--- src/rtl/power_pkg.sv ---
// Shared types and defaults for the power-switch sequencer.
package power_pkg;

  localparam int unsigned DEF_SYNC_STAGES   = 2;
  localparam int unsigned DEF_SETTLE_CYCLES = 4;
  localparam int unsigned DEF_CNT_W         = 4;

  typedef enum logic [2:0] {
    OFF    = 3'd0,
    REQ    = 3'd1,
    START  = 3'd2,
    SETTLE = 3'd3,
    ON     = 3'd4,
    STOP   = 3'd5
  } power_state_t;

  // Registered output bundle of one stage.
  typedef struct packed {
    logic parent_request;
    logic switch_enb;
    logic child_ready;
    logic child_silent;
    logic child_starting;
    logic child_stopping;
  } power_out_t;

  // Moore decode of the state into the stage outputs.
  function automatic power_out_t decode_state(input power_state_t s);
    power_out_t o;
    o.parent_request = (s != OFF);
    o.switch_enb     = (s == START) || (s == SETTLE) || (s == ON);
    o.child_ready    = (s == ON);
    o.child_silent   = (s == OFF);
    o.child_starting = (s == REQ) || (s == START) || (s == SETTLE);
    o.child_stopping = (s == STOP);
    return o;
  endfunction

endpackage

--- src/rtl/power_module_switch_if.sv ---
// Handshake bundle of one power stage: parent side, child side and the switch.
interface power_module_switch_if;

  logic parent_request;
  logic parent_ready;
  logic parent_silent;
  logic parent_starting;
  logic parent_stopping;
  logic child_request;
  logic child_ready;
  logic child_silent;
  logic child_starting;
  logic child_stopping;
  logic switch_enb;
  logic switch_ack;

  // Environment / neighbouring stages view.
  modport master (
    input  parent_request, child_ready, child_silent, child_starting, child_stopping, switch_enb,
    output parent_ready, parent_silent, parent_starting, parent_stopping, child_request, switch_ack
  );

  // Sequencer view.
  modport slave (
    output parent_request, child_ready, child_silent, child_starting, child_stopping, switch_enb,
    input  parent_ready, parent_silent, parent_starting, parent_stopping, child_request, switch_ack
  );

endinterface

--- src/rtl/power_ack_sync.sv ---
// Multi-flop synchronizer for the asynchronous switch acknowledge.
module power_ack_sync
  import power_pkg::*;
#(
  parameter int unsigned SYNC_STAGES = DEF_SYNC_STAGES
) (
  input  logic clock,
  input  logic async_reset,
  input  logic async_i,
  output logic sync_o
);

  logic [SYNC_STAGES-1:0] sync_q;

  // Shift the raw acknowledge through the synchronizer chain.
  always_ff @(posedge clock or posedge async_reset) begin
    if (async_reset) begin
      sync_q <= '0;
    end else begin
      sync_q <= {sync_q[SYNC_STAGES-2:0], async_i};
    end
  end

  assign sync_o = sync_q[SYNC_STAGES-1];

endmodule

--- src/rtl/power_module_switch.sv ---
// Per-domain power-switch sequencer; stages chain root -> leaf through the bus interface.
module power_module_switch
  import power_pkg::*;
#(
  parameter int unsigned SYNC_STAGES   = DEF_SYNC_STAGES,
  parameter int unsigned SETTLE_CYCLES = DEF_SETTLE_CYCLES,
  parameter int unsigned CNT_W         = DEF_CNT_W
) (
  input logic                  clock,
  input logic                  async_reset,
  power_module_switch_if.slave bus
);

  localparam power_out_t OUT_RESET = '{
    parent_request: 1'b0,
    switch_enb:     1'b0,
    child_ready:    1'b0,
    child_silent:   1'b1,
    child_starting: 1'b0,
    child_stopping: 1'b0
  };

  power_state_t     state_q, state_d;
  logic [CNT_W-1:0] count_q, count_d;
  power_out_t       out_q;
  logic             ack_s;
  logic             parent_ok;

  power_ack_sync #(
    .SYNC_STAGES (SYNC_STAGES)
  ) u_ack_sync (
    .clock       (clock),
    .async_reset (async_reset),
    .async_i     (bus.switch_ack),
    .sync_o      (ack_s)
  );

  assign parent_ok = bus.parent_ready & ~bus.parent_silent &
                     ~bus.parent_starting & ~bus.parent_stopping;

  // Next-state and settle counter; switch transitions always run to completion.
  always_comb begin
    state_d = state_q;
    count_d = count_q;
    unique case (state_q)
      OFF: begin
        if (bus.child_request) state_d = REQ;
      end
      REQ: begin
        if (!bus.child_request) state_d = OFF;
        else if (parent_ok)     state_d = START;
      end
      START: begin
        if (!parent_ok) begin
          state_d = STOP;
        end else if (ack_s) begin
          if (SETTLE_CYCLES == 0) begin
            state_d = ON;
          end else begin
            state_d = SETTLE;
            count_d = CNT_W'(SETTLE_CYCLES);
          end
        end
      end
      SETTLE: begin
        // Dwell exactly SETTLE_CYCLES clocks: leave when the count reaches zero.
        if (!parent_ok) begin
          state_d = STOP;
        end else begin
          count_d = count_q - CNT_W'(1);
          if (count_q <= CNT_W'(1)) state_d = ON;
        end
      end
      ON: begin
        if (!parent_ok || !bus.child_request) state_d = STOP;
      end
      STOP: begin
        if (!ack_s) state_d = OFF;
      end
      default: begin
        state_d = OFF;
      end
    endcase
  end

  // State, counter and registered output decode.
  always_ff @(posedge clock or posedge async_reset) begin
    if (async_reset) begin
      state_q <= OFF;
      count_q <= '0;
      out_q   <= OUT_RESET;
    end else begin
      state_q <= state_d;
      count_q <= count_d;
      out_q   <= decode_state(state_d);
    end
  end

  assign bus.parent_request = out_q.parent_request;
  assign bus.switch_enb     = out_q.switch_enb;
  assign bus.child_ready    = out_q.child_ready;
  assign bus.child_silent   = out_q.child_silent;
  assign bus.child_starting = out_q.child_starting;
  assign bus.child_stopping = out_q.child_stopping;

endmodule

--- src/flat_wrapper.sv ---
// flat-port wrapper written by rule: the top's interface ports become plain ports
module power_module_switch_flat import power_pkg::*;
#(
  parameter int unsigned SYNC_STAGES   = DEF_SYNC_STAGES,
  parameter int unsigned SETTLE_CYCLES = DEF_SETTLE_CYCLES,
  parameter int unsigned CNT_W         = DEF_CNT_W
)
  (clock, async_reset, bus_parent_request, bus_child_ready, bus_child_silent, bus_child_starting, bus_child_stopping, bus_switch_enb, bus_parent_ready, bus_parent_silent, bus_parent_starting, bus_parent_stopping, bus_child_request, bus_switch_ack);
  power_module_switch_if bus_i ();
  input logic clock;
  input logic async_reset;
  output wire logic [$bits(bus_i.parent_request)-1:0] bus_parent_request;
  output wire logic [$bits(bus_i.child_ready)-1:0] bus_child_ready;
  output wire logic [$bits(bus_i.child_silent)-1:0] bus_child_silent;
  output wire logic [$bits(bus_i.child_starting)-1:0] bus_child_starting;
  output wire logic [$bits(bus_i.child_stopping)-1:0] bus_child_stopping;
  output wire logic [$bits(bus_i.switch_enb)-1:0] bus_switch_enb;
  input wire logic [$bits(bus_i.parent_ready)-1:0] bus_parent_ready;
  input wire logic [$bits(bus_i.parent_silent)-1:0] bus_parent_silent;
  input wire logic [$bits(bus_i.parent_starting)-1:0] bus_parent_starting;
  input wire logic [$bits(bus_i.parent_stopping)-1:0] bus_parent_stopping;
  input wire logic [$bits(bus_i.child_request)-1:0] bus_child_request;
  input wire logic [$bits(bus_i.switch_ack)-1:0] bus_switch_ack;
  assign bus_parent_request = bus_i.parent_request;
  assign bus_child_ready = bus_i.child_ready;
  assign bus_child_silent = bus_i.child_silent;
  assign bus_child_starting = bus_i.child_starting;
  assign bus_child_stopping = bus_i.child_stopping;
  assign bus_switch_enb = bus_i.switch_enb;
  assign bus_i.parent_ready = bus_parent_ready;
  assign bus_i.parent_silent = bus_parent_silent;
  assign bus_i.parent_starting = bus_parent_starting;
  assign bus_i.parent_stopping = bus_parent_stopping;
  assign bus_i.child_request = bus_child_request;
  assign bus_i.switch_ack = bus_switch_ack;
  power_module_switch #(.SYNC_STAGES(SYNC_STAGES), .SETTLE_CYCLES(SETTLE_CYCLES), .CNT_W(CNT_W)) u_core (.clock(clock), .async_reset(async_reset), .bus(bus_i));
endmodule
--- config.mk ---
export PLATFORM = sky130hd
export DESIGN_NAME = power_module_switch_flat
export DESIGN_NICKNAME = d
export VERILOG_FILES = /design/src/rtl/power_pkg.sv /design/src/rtl/power_module_switch_if.sv /design/src/rtl/power_ack_sync.sv /design/src/rtl/power_module_switch.sv /design/src/flat_wrapper.sv
export SDC_FILE = /design/constraint.sdc
export NUM_CORES = 1
export LEC_CHECK = 0
export CAP_MARGIN = 20
export CORE_ASPECT_RATIO = 0.8
export CORE_MARGIN = 5
export CORE_UTILIZATION = 28
export CTS_CLUSTER_DIAMETER = 150
export DETAILED_ROUTE_END_ITERATION = 16
export PLACE_DENSITY_LB_ADDON = 0.3
export SLEW_MARGIN = 20
export SYNTH_ARGS = -nofsm -noshare
export SYNTH_HDL_FRONTEND = slang
export SYNTH_SLANG_ARGS = --single-unit
--- constraint.sdc ---
create_clock -name clock -period 1.97 [get_ports clock]
set_clock_uncertainty 0.05 [all_clocks]
set_input_delay 0.2955 -clock clock [delete_from_list [all_inputs] [get_ports clock]]
set_output_delay 0.2955 -clock clock [all_outputs]
set_load 0.02 [all_outputs]
==> flow_summary.json <==
{
  "status": "finished clean",
  "maxSlewViolCount": 0,
  "drv_cap": 0,
  "hpwlAfterDp_um": 1072,
  "cts_setup_buffers": 0,
  "antenna_found_initial": 0,
  "grt_first_pass_wirelength_um": 2401,
  "r2r_start": "u_core.count_q[0]",
  "end_kind": "flip-flop",
  "grt_pass1_vias": 567,
  "synth-async-reset-ratio": 1.000,
  "sw_frac_of_total": 0.3055,
  "max_freq_ghz": 0.5135,
  "nets": 97,
  "wl_per_cell_um": 11.78,
  "vias": 566,
  "ys_ff_latch": 15,
  "syn_avg_cell_area_um2": 10.92,
  "cp-startpoint": "bus_parent_stopping",
  "die_w_um": 67.17,
  "critPathKind": "in2reg",
  "clk_pin_slew_ns": 0.09,
  "synth.distinct_cells": 31,
  "place_congestion": 0.8436,
  "ys_seq_area_frac": 0.5145,
  "gr-total-overflow": 0,
  "diodes": 0,
  "seqPwrFrac": 0.501,
  "hold_ws_ns": 0.3022,
  "layout-drive-gt1-share": 0.2093,
  "slew_headroom": 0.6237,
  "worst_path_largest_cell_delay_ns": 0.59,
  "hold_viol_final": 0,
  "cts.sinks": 15,
  "setup_violations": 0,
  "die_y_um": 55.73,
  "drt_wl_total_um": 1437,
  "synth_warnings": 0,
  "p_leak_nw": 0.4002,
  "core.rowCount": 16,
  "start_kind": "input pin",
  "cp_cell_sequence": "clkdlybuf4s50_1 > or4b_4 > nor3b_2 > a2111o_2 > nand4_4 > buf_4 > o21a_1",
  "cts_buffers": 3,
  "cts_tree": "done",
  "grt_usage": 0.08416,
  "dp_slack_ns": -0.4590,
  "portBuffers": 13,
  "worst_pin_slew_ns": 0.5638,
  "drt_iter0_drc": 38,
  "p_comb_frac": 0.260,
  "report.power.total_mw": 0.7578,
  "required_ns": 2.10,
  "syn_inst": 67,
  "p_per_area_mw_per_mm2": 776.5,
  "drt_first_pass_iters": 4,
  "clock_path_buffers": 2,
  "antenna_left": 0,
  "finalCritPeriodShare": 0.9885,
  "clk_latency_ns": 0.29,
  "area_delta_synth_final_pct": 33.33,
  "min_path_type": "in2async",
  "worst_path_max_delay_cell": "or4b_4",
  "core-area_mm2": 0.002482,
  "drc": 0,
  "switchingPower_mw": 0.2315,
  "irDropWorstVdd_v": 0.0004831,
  "rsz0062_at_grt": "true",
  "synth_area_um2": 732.0,
  "setup_tns_ns": 0,
  "synth_edf_count": 0,
  "utilization": 0.3931,
  "arrival_ns": 2.08,
  "start_util": 0.2949,
  "ys.flop_type": "dfrtp_1",
  "fin_crit_ns": 1.947,
  "grt_max_degree": 16,
  "cp_max_fo": 7,
  "io_pins": 14,
  "die_area_mm2": 0.003743,
  "p_clk_frac": 0.239,
  "via_per_inst": 4.639,
  "htreeDepth": 1,
  "p_int_mw": 0.5263,
  "setup_slack_ns": 0.02266,
  "synth_nets": 77,
  "cts_root_buf": "clkbuf_4"
}
==> power by group through the flow <==
| stage | clock, mW | combinational [mW] | sequential (mW) |
|---|---|---|---|
| after floorplan | 0 | 0.0867 | 0.397 |
| after global routing | 0.204 | 0.214 | 0.386 |
| after global placement | 0 | 0.190 | 0.384 |
| after CTS | 0.190 | 0.193 | 0.379 |
| after detailed placement | 0 | 0.189 | 0.384 |
| final | 0.181 | 0.197 | 0.380 |
==> critical path: cells and delay by family <==
kind / cells / cell delay, ns
and+or+nand+nor: 3 / 0.88
AOI/OAI and AO/OA: 2 / 0.33
buffers and inverters: 2 / 0.57
==> layout make-up <==
cell class	count	area, µm²
clock buffer	3	22.52
clock inverter	1	7.507
fill	248	1506
inverter	6	22.52
multi-input combinational	44	341.6
sequential	15	376.6
tap	36	45.04
timing repair buffer	17	160.2
==> cells by family (layout without fill, tap and decap cells) <==
kind of cell	after synthesis	in the layout	synth area share
AND/OR/NAND/NOR	27	27	0.2222
flip-flops	15	15	0.5145
adder cells (fa/ha/maj)	2	2	0.03418
AO/OA/AOI/OAI	14	14	0.1641
multiplexers	1	1	0.01368
buffers and inverters	8	27	0.05127
==> routing by layer <==
| layer | part of all wire | up-vias | global-route usage |
|---|---|---|---|
| met5 | 0 | - | 0 |
| met4 | 0 | 0 | 0.01734 |
| met3 | 0.041 | 0 | 0.04646 |
| met2 | 0.49 | 10 | 0.1275 |
| met1 | 0.47 | 281 | 0.1043 |
| li1 | - | 275 | - |
==> stage by stage <==
stage,instances,area [µm²]
floorplan,67,732.0
global placement,118,922.1
detailed placement,118,922.1
CTS,122,958.4
global route,122,975.9
finish,122,975.9
==> cell usage after synthesis (2+ instances only) <==
cell type / count / area [µm²]
nand2_1: 7 / 26.28
nor2_1: 6 / 22.52
inv_1: 6 / 22.52
nand2b_1: 2 / 12.51
nor3_1: 3 / 15.01
o21a_1: 2 / 15.01
dfrtp_1: 14 / 350.3
ha_1: 2 / 25.02
o21ai_0: 3 / 15.01
==> sequential cells by signal, summed over array words and instances, names as in the netlist <==
register / flops
u_core.bus.child_silent: 1
u_core.state_q: 3
u_core.bus.child_starting: 1
u_core.u_ack_sync.sync_q: 2
u_core.count_q: 4
u_core.bus.child_ready: 1
u_core.bus.child_stopping: 1
u_core.bus.switch_enb: 1
u_core.bus.parent_request: 1
==> cell usage in the layout (no fill, tap or decap) <==
cell type | Yosys | routed
a2111o_2 | 1 | 1
a21boi_0 | 1 | 1
a21oi_1 | 1 | 1
a22o_1 | 1 | 1
a22oi_1 | 1 | 1
and2_1 | 1 | 1
buf_4 | 0 | 4
clkbuf_4 | 0 | 3
clkdlybuf4s50_1 | 0 | 13
clkinvlp_4 | 0 | 1
dfrtp_1 | 14 | 14
dfstp_2 | 1 | 1
ha_1 | 2 | 1
ha_2 | 0 | 1
inv_1 | 6 | 6
mux2i_1 | 1 | 1
nand2_1 | 7 | 7
nand2b_1 | 2 | 2
nand3_1 | 1 | 1
nand4_4 | 1 | 1
nand4b_1 | 1 | 1
nor2_1 | 6 | 5
nor2_4 | 0 | 1
nor3_1 | 3 | 1
nor3_2 | 0 | 2
nor3b_1 | 1 | 1
nor3b_2 | 1 | 1
o21a_1 | 2 | 2
o21ai_0 | 3 | 3
o21ai_1 | 1 | 1
o21bai_1 | 1 | 1
o22a_1 | 1 | 1
o41ai_4 | 1 | 1
or3_1 | 1 | 1
or3b_1 | 1 | 1
or4b_4 | 0 | 1
==> repair_timing <==
| action | in CTS | in global routing |
|---|---|---|
| hold buffers | 0 | 0 |
| endpoints found under the setup margin | 5 | 3 |
| gates resized for setup | 2 | 4 |
| pin swaps | 4 | 0 |
==> path summary, 6_finish.rpt <==
path                                          endpoint  slack (ns)  cells after the start
min reg2reg                u_core.u_ack_sync.sync_q[1]        0.31                      0
min in group clock         u_core.u_ack_sync.sync_q[1]        0.31                      0
max                          u_core.bus.child_starting        0.02                      7
max reg2reg                  u_core.bus.parent_request        0.12                      8
max in group asynchronous      u_core.bus.child_silent        1.19                      2
min                                  u_core.count_q[0]        0.30                      2
Note: power is estimated with default switching activity, not from simulation.
==> RTL change 1, RTL diff (same settings) <==
Set the package constant `DEF_SYNC_STAGES` to 4 (it was 2).
--- a/src/rtl/power_pkg.sv
+++ b/src/rtl/power_pkg.sv
@@ -2,5 +2,5 @@
 package power_pkg;
 
-  localparam int unsigned DEF_SYNC_STAGES   = 2;
+  localparam int unsigned DEF_SYNC_STAGES   = 4;
   localparam int unsigned DEF_SETTLE_CYCLES = 4;
   localparam int unsigned DEF_CNT_W         = 4;
Check against the original RTL: not equivalent (a bounded check fails within 10 cycles, from zero or initial values and one cycle with async_reset high).
==> RTL change 1 against the unedited design <==
- design area shrank 0.26%
- combinational power is 46% lower
- non-clock buffer count decreased by 2
- via count increased by 4.8%
- critical endpoint is now u_core.bus.child_silent
- area after synthesis increased by 3.4%
- sequential cell count up 2
- largest cell class unchanged
- register-to-register slack better by 0.08 ns
- routed wire length up 11%
- count of clock-buffer cells in the layout stayed put
- largest power group unchanged
- utilization decreased by 0.72 points
- critical path depth unchanged
- setup slack better by 0.18 ns
- total power decreased by 8.4%
==> RTL change 1: results (changes against the unedited design) <==
router iterations before antenna repair: 4 (unchanged)
# Post-CTS Setup Buffers: 0 (unchanged)
H-tree depth: 1 (unchanged)
Clk Latency, worst-skew pair: 0.30 ns
routed via count: 593 (was 566)
Critical Path Fanout Max: 5 (was 7)
outcome: finished clean (unchanged)
vias in the first global route: 631 (was 567)
Slew @ Worst Pin: 0.6409 ns (was 0.5638 ns)
most instantiated cells after synthesis: 16 x dfrtp_1, 7 x inv_1 (was 14 x dfrtp_1, 7 x nand2_1, 6 x inv_1, 6 x nor2_1)
fillers: 261 (was 248)
gpl congestion: 0.7561 (was 0.8436)
fin nets: 100 (was 97)
placed cell areas: 943.4 sq um (was 922.1 sq um)
pre-CTS setup slack: -0.07988 ns (was -0.4590 ns)
initial antenna violation count: 0 (unchanged)
Synth Warn #: 0 (unchanged)
gr usage total: 9.943% (was 8.416%)
sequential area share after synthesis: 56.36% (was 51.45%)
drt total wl: 1.588 mm (was 1.437 mm)
Distinct cells, synth: 29 (was 31)
placed wire-length estimate: 1.204 mm (was 1.072 mm)
largest net degree at the start of global routing: 18 (was 16)
Root Buffer: clkbuf_4 (unchanged)
Syn Nets: 81 (was 77)
port buffer count: 13 (unchanged)
Largest regs: u_core.count_q x4, u_core.u_ack_sync.sync_q x4, u_core.state_q x3 (was u_core.count_q x4, u_core.state_q x3, u_core.u_ack_sync.sync_q x2)
HP Class: reg2reg (was in2async)
first-pass GRT wire length: 2.877 mm (was 2.401 mm)
WP data arrival: 1.93 ns (was 2.08 ns)
maximum VDD drop: 463.5 uV (was 483.1 uV)
largest cells by area after synthesis: dfrtp_1 53%, dfstp_2 3.5%, inv_1 3.5% (was dfrtp_1 48%, o41ai_4 3.8%, dfstp_2 3.6%)
Iter 0 DRT Violations: 31 (was 38)
layout cell share with drive strength beyond 1: 13.48% (was 20.93%)
FMAX: 564.8 MHz (was 513.5 MHz)
# DRC: 0 (unchanged)
Int Pwr: 500.3 uW (was 526.3 uW)
clock buffer count from CTS: 3 (unchanged)
Leakage: 0.4351 nW (was 0.4002 nW)
clock-pin slew on the worst setup and hold paths: 0.12 ns (was 0.09 ns)
Multi-input gate area: 296.5 sq um (was 341.6 sq um)
Diodes inserted: 0 (unchanged)
CTS max path bufs: 2 (unchanged)
ys async rst share: 100.0% (unchanged)
RTL change 1: changes by cell type after synthesis, moves of 2 or more:
cell	unedited run	this run
a31oi_1	0	4
nand2_1	7	3
a21oi_1	1	4
and3_1	0	2
dfrtp_1	14	16
nor2_1	6	4
o22ai_1	0	2
RTL change 1: area by class of cell:
class | count | share of cell area [%]
tap | 36 | 4.627
clock inverter | 1 | 0.7712
sequential | 17 | 43.83
timing repair buffer | 15 | 14.91
clock buffer | 3 | 2.314
multi-input combinational | 45 | 30.46
inverter | 8 | 3.085
RTL change 1: critical path, cell delays in order, from the launching register on:
cell and delay [ns]:
dfrtp_1 0.42, inv_1 0.06, ha_1 0.22, or2_2 0.33, a31oi_1 0.17, o22a_2 0.23
inv_2 0.06, nor4_2 0.15
RTL change 1: cells by family after synthesis:
| kind of cell | Yosys count | share of synthesized area, % |
|---|---|---|
| multiplexers | 1 | 1.322 |
| adder cells (fa/ha/maj) | 2 | 3.305 |
| AND/OR/NAND/NOR | 21 | 16.86 |
| flip-flops | 17 | 56.36 |
| AO/OA/AOI/OAI | 21 | 17.69 |
| buffers and inverters | 9 | 4.462 |
RTL change 1: metrics by stage:
stage | hold WS [ns] | instances | TNS (ns)
after floorplan | 0.1708 | 71 | 0
after global placement | 0.2827 | 121 | -0.02293
final | 0.2985 | 125 | 0
after global routing | 0.3255 | 125 | 0
after CTS | 0.3052 | 125 | 0
after detailed placement | 0.2865 | 121 | -0.2226
RTL change 1: metal layers:
metal / global-route usage (%) / wire, microns
met1: 14.60 / 834
met2: 12.77 / 632
met3: 5.389 / 121
met4: 1.700 / 0
met5: 0 / 0
RTL change 1: worst paths after layout:
kind / end / from / cells past startpoint
worst max-delay path: u_core.bus.child_silent / u_core.count_q[0] / 7
worst min-delay path: u_core.u_ack_sync.sync_q[1] / u_core.u_ack_sync.sync_q[0] / 0
worst max register to register: u_core.bus.child_silent / u_core.count_q[0] / 7
worst min register to register: u_core.u_ack_sync.sync_q[1] / u_core.u_ack_sync.sync_q[0] / 0
max in group asynchronous: u_core.count_q[0] / async_reset / 2
min in group asynchronous: u_core.u_ack_sync.sync_q[1] / async_reset / 2
RTL change 1: power by group through the flow:
stage | registers, mW | logic (mW) | clock network [mW]
after CTS | 0.384 | 0.108 | 0.208
after global routing | 0.388 | 0.117 | 0.229
after detailed placement | 0.392 | 0.107 | 0
after floorplan | 0.399 | 0.0462 | 0
final | 0.384 | 0.106 | 0.203
after global placement | 0.391 | 0.105 | 0
RTL change 1: repair_timing:
action | in CTS | in global routing
hold buffers | 0 | 0
resized for setup | 0 | 1
setup endpoints to repair | 0 | 1
==> RTL change 2, RTL diff (same settings) <==
Made on the original files. The 6 states of `power_state_t` get a one-hot encoding in 6 bits.
--- a/src/rtl/power_pkg.sv
+++ b/src/rtl/power_pkg.sv
@@ -6,11 +6,11 @@
   localparam int unsigned DEF_CNT_W         = 4;
 
-  typedef enum logic [2:0] {
-    OFF    = 3'd0,
-    REQ    = 3'd1,
-    START  = 3'd2,
-    SETTLE = 3'd3,
-    ON     = 3'd4,
-    STOP   = 3'd5
+  typedef enum logic [5:0] {
+    OFF    = 6'b000001,
+    REQ    = 6'b000010,
+    START  = 6'b000100,
+    SETTLE = 6'b001000,
+    ON     = 6'b010000,
+    STOP   = 6'b100000
   } power_state_t;
 
Formal check against the unedited RTL: same outputs for any inputs over 10 cycles, from zero or initial values and one cycle with async_reset high; not proved beyond that.
==> RTL change 2 against the unedited design <==
- sequential cell count grew 3
- non-clock buffer count grew 7
- area after synthesis increased by 44%
- setup slack improved by 0.083 ns
- total power up 57%
- design area is 39% higher
- combinational power increased by 100%
- routed wire length rose by 60%
- largest power group unchanged
- highest routed layer is now met4
==> RTL change 2: results (changes against the unedited design) <==
combinational power: 397 uW (was 197 uW)
fin nets: 134 (was 97)
HP Class: reg2reg (was in2async)
Slew @ Worst Pin: 0.3899 ns (was 0.5638 ns)
most instantiated cells after synthesis: 16 x dfrtp_1, 8 x nand2_1, 6 x inv_1, 6 x nor2_1 (was 14 x dfrtp_1, 7 x nand2_1, 6 x inv_1, 6 x nor2_1)
maximum VDD drop: 288.9 uV (was 483.1 uV)
layout cell share with drive strength beyond 1: 26.83% (was 20.93%)
largest cells by area after synthesis: dfrtp_1 38%, dfstp_2 5.0%, nand2_1 2.9% (was dfrtp_1 48%, o41ai_4 3.8%, dfstp_2 3.6%)
gr usage total: 9.458% (was 8.416%)
vias in the first global route: 761 (was 567)
gpl congestion: 0.7735 (was 0.8436)
Root Buffer: clkbuf_8 (was clkbuf_4)
placed wire-length estimate: 1.725 mm (was 1.072 mm)
placed cell areas: 1294 sq um (was 922.1 sq um)
initial antenna violation count: 0 (unchanged)
Wirelength per Cell: 13.94 microns (was 11.78 microns)
WL met3: 109 microns (was 59 microns)
H-tree depth: 1 (unchanged)
port buffer count: 13 (unchanged)
outcome: finished clean (unchanged)
clock buffer count from CTS: 3 (unchanged)
Distinct cells, synth: 47 (was 31)
Met1 Wirelength: 1.104 mm (was 680 microns)
fillers: 346 (was 248)
Largest regs: u_core.state_q x6, u_core.count_q x4, u_core.u_ack_sync.sync_q x2 (was u_core.count_q x4, u_core.state_q x3, u_core.u_ack_sync.sync_q x2)
CTS max path bufs: 2 (unchanged)
Synth Warn #: 0 (unchanged)
clock-pin slew on the worst setup and hold paths: 0.07 ns (was 0.09 ns)
Syn Nets: 110 (was 77)
Post-CTS Resized: 0 (was 2)
sequential area share after synthesis: 43.04% (was 51.45%)
P_seq: 494 uW (was 380 uW)
Int Pwr: 807.0 uW (was 526.3 uW)
pre-CTS setup slack: -0.1317 ns (was -0.4590 ns)
Diodes inserted: 0 (unchanged)
Critical Path Fanout Max: 3 (was 7)
max layer used: met4 (was met3)
Iter 0 DRT Violations: 67 (was 38)
largest net degree at the start of global routing: 19 (was 16)
first-pass GRT wire length: 3.739 mm (was 2.401 mm)
average vias per placed instance: 5.030 (was 4.639)
Clk Latency, worst-skew pair: 0.25 ns (was 0.29 ns)
total power: 1.193 mW (was 757.8 uW)
ys async rst share: 100.0% (unchanged)
max incr delay on CP: 0.59 ns (about the same)
WP data arrival: 2.00 ns (was 2.08 ns)
routed wl met2: 1.074 mm (was 697 microns)
Leakage: 0.5930 nW (was 0.4002 nW)
## RTL change 2: path summary, 6_finish.rpt
check	start	depth (start not counted)	end	slack (ns)
max	bus_parent_silent	7	u_core.bus.switch_enb	0.11
min	u_core.u_ack_sync.sync_q[0]	0	u_core.u_ack_sync.sync_q[1]	0.30
max reg2reg	u_core.count_q[0]	8	u_core.state_q[2]	0.15
min reg2reg	u_core.u_ack_sync.sync_q[0]	0	u_core.u_ack_sync.sync_q[1]	0.30
max in group asynchronous	async_reset	3	u_core.state_q[0]	1.29
min in group asynchronous	async_reset	3	u_core.bus.child_stopping	0.32
## RTL change 2: worst reg2reg max path, stage by stage, from the launching register on
cell and delay (ns):
dfrtp_1 0.43, inv_1 0.07, ha_1 0.17, nor2_1 0.05, o311ai_1 0.22, buf_4 0.17, a21boi_4 0.06, or3_1 0.35
and3_1 0.15
## RTL change 2: through the flow
step	utilization (%)	cells
after floorplan	-	100
after global placement	36.77	161
after detailed placement	36.77	161
after CTS	38.34	165
after global routing	38.48	165
final	38.48	165
## RTL change 2: logic make-up after synthesis
| logic type | share of synthesized area, % |
|---|---|
| compound gates | 18.91 |
| fa+ha+maj | 2.378 |
| xor+xnor | 3.330 |
| flops | 43.04 |
| buf+inv | 4.399 |
| simple gates | 27.94 |
## RTL change 2: layout make-up
type                            instances  share of cell area, %
Multi-Input combinational cell         71                  41.22
Timing Repair Buffer                   24                  15.71
Tap cell                               42                  3.882
Inverter                                6                  1.664
Sequential cell                        18                  33.46
Clock buffer                            4                  4.067
## RTL change 2: metal layers
metal	global-route usage, %	up-vias
met4	1.965	0
met5	0	-
met2	15.15	15
li1	-	414
met1	12.05	399
met3	3.878	2
